===== src/rtl/issue_fifo.sv =====
// -----------------------------------------------------------------------------
// issue_fifo
//   N-entry issue queue between dispatch (push at tail) and register read
//   (pop from head). First-word fall-through: the head entry is always
//   presented on dout while valid is high. A flush on redirect discards every
//   entry. When full, a push is still accepted if a pop is accepted in the
//   same cycle.
//
// Parameters
//   WIDTH      bits per entry
//   DEPTH      number of entries (>= 2, any value; pointers wrap explicitly)
//   AF_THRESH  almost_full asserts when free slots <= AF_THRESH (0..DEPTH-1)
//
// Ports
//   clk          rising-edge clock
//   rst          asynchronous reset, active-low
//   flush        discard all entries; highest priority
//   push / din   enqueue din at the tail
//   push_ok      push accepted this cycle
//   pop          consume the head entry
//   dout         head entry, '0 whenever valid is low
//   valid        dout holds a real entry
//   empty/full   occupancy == 0 / occupancy == DEPTH
//   almost_full  DEPTH - occupancy <= AF_THRESH
//   count        current occupancy
//
// Valid/ready: a push transfers in a cycle where push && push_ok; a pop
// transfers in a cycle where pop && valid && !flush. Both are evaluated
// combinationally and take effect at the next rising edge.
//
// Configuration
//   ISSUE_FIFO_BYPASS_EN  when defined, an empty queue forwards din to dout
//                         in the same cycle as the push; a simultaneous pop
//                         consumes it without it ever being stored.
// -----------------------------------------------------------------------------
module issue_fifo #(
   parameter int WIDTH     = 32,
   parameter int DEPTH     = 8,
   parameter int AF_THRESH = 2
) (
   input  logic                         clk,
   input  logic                         rst,
   input  logic                         flush,
   input  logic                         push,
   input  logic [WIDTH-1:0]             din,
   output logic                         push_ok,
   input  logic                         pop,
   output logic [WIDTH-1:0]             dout,
   output logic                         valid,
   output logic                         empty,
   output logic                         full,
   output logic                         almost_full,
   output logic [$clog2(DEPTH+1)-1:0]   count
);

   localparam int PW = $clog2(DEPTH);
   localparam int CW = $clog2(DEPTH+1);
   localparam logic [PW-1:0] LAST_IDX = PW'(DEPTH-1);
   localparam logic [CW-1:0] FULL_CNT = CW'(DEPTH);
   // free <= AF_THRESH  <=>  count >= DEPTH - AF_THRESH (always >= 1)
   localparam logic [CW-1:0] AF_CNT   = CW'(DEPTH-AF_THRESH);

   logic [WIDTH-1:0] r_mem [DEPTH];
   logic [PW-1:0]    r_head;
   logic [PW-1:0]    r_tail;
   logic [CW-1:0]    r_count;

   logic w_empty;
   logic w_full;
   logic w_bypass;
   logic w_consume;
   logic w_pop_acc;
   logic w_push_acc;
   logic w_write;
   logic w_head_adv;
   logic [PW-1:0] w_head_nxt;
   logic [PW-1:0] w_tail_nxt;

   assign w_empty = (r_count == '0);
   assign w_full  = (r_count == FULL_CNT);

`ifdef ISSUE_FIFO_BYPASS_EN
   // Empty queue forwards the incoming entry straight to the head.
   assign w_bypass = rst & w_empty & push & ~flush;
`else
   assign w_bypass = 1'b0;
`endif

   // Acceptance is gated by rst so nothing is reported accepted while the
   // queue is held in reset.
   assign w_pop_acc  = rst & pop & ~flush & (~w_empty | w_bypass);
   assign w_push_acc = rst & push & ~flush & (~w_full | w_pop_acc);
   assign push_ok    = w_push_acc;

   // Bypassed entry popped in the same cycle: never stored, pointers stay.
   assign w_consume  = w_bypass & pop;
   assign w_write    = w_push_acc & ~w_consume;
   assign w_head_adv = w_pop_acc & ~w_consume;

   assign w_head_nxt = (r_head == LAST_IDX) ? '0 : r_head + 1'b1;
   assign w_tail_nxt = (r_tail == LAST_IDX) ? '0 : r_tail + 1'b1;

   always_ff @(posedge clk or negedge rst) begin
      if (!rst) begin
         r_head  <= '0;
         r_tail  <= '0;
         r_count <= '0;
      end else if (flush) begin
         r_head  <= '0;
         r_tail  <= '0;
         r_count <= '0;
      end else begin
         if (w_write)    r_tail <= w_tail_nxt;
         if (w_head_adv) r_head <= w_head_nxt;
         r_count <= r_count + CW'(w_push_acc) - CW'(w_pop_acc);
      end
   end

   // Storage is deliberately not reset.
   always_ff @(posedge clk) begin
      if (w_write) r_mem[r_tail] <= din;
   end

   always_comb begin
      dout = '0;
      if (w_bypass)      dout = din;
      else if (!w_empty) dout = r_mem[r_head];
   end

   // Status comes from the registered count only.
   assign valid       = ~w_empty | w_bypass;
   assign empty       = w_empty;
   assign full        = w_full;
   assign almost_full = (r_count >= AF_CNT);
   assign count       = r_count;

endmodule


===== config.mk =====
export PLATFORM = sky130hd
export DESIGN_NAME = issue_fifo
export DESIGN_NICKNAME = d
export VERILOG_FILES = /design/src/rtl/issue_fifo.sv
export SDC_FILE = /design/constraint.sdc
export NUM_CORES = 1
export LEC_CHECK = 0
export CORE_MARGIN = 8
export CORE_UTILIZATION = 60
export DETAILED_ROUTE_END_ITERATION = 7
export DONT_BUFFER_PORTS = 1
export GPL_ROUTABILITY_DRIVEN = 0
export GPL_TIMING_DRIVEN = 1
export PLACE_DENSITY = 0.85
export SETUP_SLACK_MARGIN = 0.4
export SLEW_MARGIN = 20
export SYNTH_ARGS = -nofsm -noshare
export SYNTH_HDL_FRONTEND = slang
export SYNTH_SLANG_ARGS = --single-unit

===== constraint.sdc =====
create_clock -name clk -period 14.1 [get_ports clk]
set_clock_uncertainty 0.1 [all_clocks]
set_input_delay 1.41 -clock clk [delete_from_list [all_inputs] [get_ports clk]]
set_output_delay 1.41 -clock clk [all_outputs]
set_load 0.005 [all_outputs]

==> impl_metrics.json <==
{
  "grt_pass1_vias": 5014,
  "antenna_left": 0,
  "io_pins": 78,
  "reg2reg_depth": 9,
  "slowest_delay_ns": 0.82,
  "vias": 4569,
  "finalSetupViolations": 0,
  "reg2reg_slack_ns": 11.13,
  "yosysTopAreaCell": "edfxtp_1",
  "max-vdd-ir-drop_mv": 0.09549,
  "clkLatencyLatePin_ns": 0.50,
  "whs_ns": 0.4744,
  "synth_edf_count": 256,
  "crit_path_end": "dout[4]",
  "synth.cell_area_mm2": 0.01029,
  "crit_family": "buffers and inverters",
  "cp_data_required_time_ns": 12.59,
  "p_per_area_mw_per_mm2": 150.3,
  "placed_area_mm2": 0.01060,
  "hold_class": "reg2reg",
  "nets": 521,
  "cts_buffers": 25,
  "cp_max_fo": 51,
  "grt_pass1_wl_mm": 28.93,
  "synth_commonest_cells": "edfxtp_1 (256), mux4_2 (64), a22o_1 (30)",
  "report.final.slew_viol_count": 0,
  "hpwl_mm": 10.99,
  "arrival_ns": 2.93,
  "cts_sinks": 266,
  "first_pass_iters": 4,
  "yosys_warnings": 0,
  "synth-main-ff-cell": "edfxtp_1",
  "via_per_inst": 6.399,
  "portBuffers": 0,
  "hold_buffers": 0,
  "crit_path_top_delay_cell": "buf_4",
  "path_buf_inv": 1,
  "slew_headroom_pct": 32.28,
  "met2_length_mm": 9.881,
  "startpoint": "r_head[0]",
  "wl_mm": 18.97,
  "wl_met1_mm": 7.172,
  "period_minus_slack_ns": 4.444,
  "core_area_mm2": 0.01706,
  "cts_root_buffer": "clkbuf_16",
  "grt_max_degree": 66,
  "cts_setup_buffers": 0,
  "ys_types": 34,
  "htree_levels": 1,
  "post-route-drc-count": 0,
  "wl_per_cell_um": 26.57,
  "max_freq_ghz": 0.2250,
  "hold_viol_final": 0,
  "crit_cells": 3,
  "antenna_cells": 0,
  "min_period_over_period_pct": 31.52,
  "synth.most_common_cell": "edfxtp_1",
  "rsz0062_at_grt": "false",
  "die-area_mm2": 0.02160,
  "drive_gt1_share_pct": 26.58,
  "cts_buffer_depth": 3,
  "rr_endpoint": "count[3]",
  "highest-signal-layer": "met4",
  "r2r_start": "count[2]",
  "cts_resized": 0,
  "syn_area_per_cell_um2": 22.67,
  "worst_pin_slew_ns": 1.016,
  "die_w_um": 147.0,
  "design_area_mm2": 0.01134,
  "grt_use_total_pct": 17.50,
  "cp-end-kind": "output pin",
  "placementRows": 48,
  "outcome": "completed",
  "worstPathCellList": "buf_4, mux4_2, a22o_1",
  "synth-seq-area-share_pct": 77.11,
  "path_clk_slew_ns": 0.06,
  "synth_nets": 503,
  "synth_area_leaders": "edfxtp_1 (75%), mux4_2 (14%), a22o_1 (2.6%)",
  "cp-start-kind": "register",
  "start_util_pct": 60.35,
  "layout-area-overhead-vs-synth_pct": 10.17,
  "synth_top_area_share_pct": 74.68,
  "fin_tns_setup_ns": 0,
  "synth_cells": 454,
  "die_h_um": 147.0,
  "cts_tree": "done",
  "async_flop_share_pct": 3.759,
  "met3_length_mm": 1.652,
  "drv_cap": 0,
  "worst-setup-path-type": "reg2out",
  "antenna_found_initial": 0,
  "ys_ff_latch": 266,
  "drt_iter0_markers": 387,
  "p_leak_nw": 3.584,
  "grt.overflow.total": 0
}
==> cell type report <==
type                            count  area [um2]
Inverter                            9       33.78
Sequential cell                   266        7943
Clock buffer                       36       696.9
Multi-Input combinational cell    155        2233
Tap cell                          225       281.5
Clock inverter                      8       40.04
Fill cell                        1038        5715
Timing Repair Buffer               15       112.6
==> flip-flops by register name (all words and copies together) (netlist names) <==
signal,count
count,4
r_head,3
r_mem,256
r_tail,3
==> metrics by stage <==
step | setup slack [ns] | total power [mW] | cells | utilization [%]
floorplan | 8.137 | 1.079 | 454 | -
global placement | 10.14 | 1.120 | 670 | 62.17
detailed placement | 10.11 | 1.127 | 670 | 62.17
CTS | 9.558 | 1.724 | 714 | 66.49
global route | 9.455 | 1.766 | 714 | 66.49
finish | 9.656 | 1.705 | 714 | 66.49
==> how the worst min path moves through the flow <==
stage          startpoint  cells after the start         to  slack (ns)
2_1_floorplan   r_head[2]                      2  r_head[2]        0.46
5_1_grt               rst                      0  r_head[0]        0.47
4_1_cts         r_head[1]                      2  r_head[1]        0.47
3_3_place_gp    r_head[1]                      2  r_head[1]        0.44
3_5_place_dp    r_head[1]                      2  r_head[1]        0.46
6_report        r_head[1]                      2  r_head[1]        0.47
==> logic make-up (layout without fill, tap and decap cells) <==
| logic type | Yosys count | after routing | share of synthesized area, % |
|---|---|---|---|
| flip-flops | 266 | 266 | 77.11 |
| AO/OA/AOI/OAI | 41 | 41 | 3.245 |
| multiplexers | 68 | 68 | 14.43 |
| XOR/XNOR | 1 | 1 | 0.08510 |
| buffers and inverters | 33 | 68 | 1.726 |
| AND/OR/NAND/NOR | 33 | 33 | 1.872 |
| adder cells (fa/ha/maj) | 12 | 12 | 1.532 |
==> where the power goes <==
part	internal (mW)	switching, mW
combinational	0.0954	0.120
clock	0.342	0.255
sequential	0.880	0.0128
==> routing by layer <==
metal / up-vias / global-route usage, %
met5: - / 0
met4: 0 / 4.691
met3: 23 / 5.168
met2: 189 / 30.14
met1: 2404 / 21.29
li1: 1953 / -
==> worst min-delay path: stages, from the launching register on <==
cell and delay [ns]:
dfrtp_2 0.41, o21ai_0 0.07, a21oi_1 0.07
==> placed cells by master, fill, tap and decap left out, drive strengths merged, types with 5 or more instances in the layout <==
cell and count:
inv 10, mux4 64, buf 15, clkbuf 36
edfxtp 256, nor2 5, clkinv 7, nand2 5
ha 11, dfrtp 10, a22o 32
Note: power is estimated with default switching activity, not from simulation.
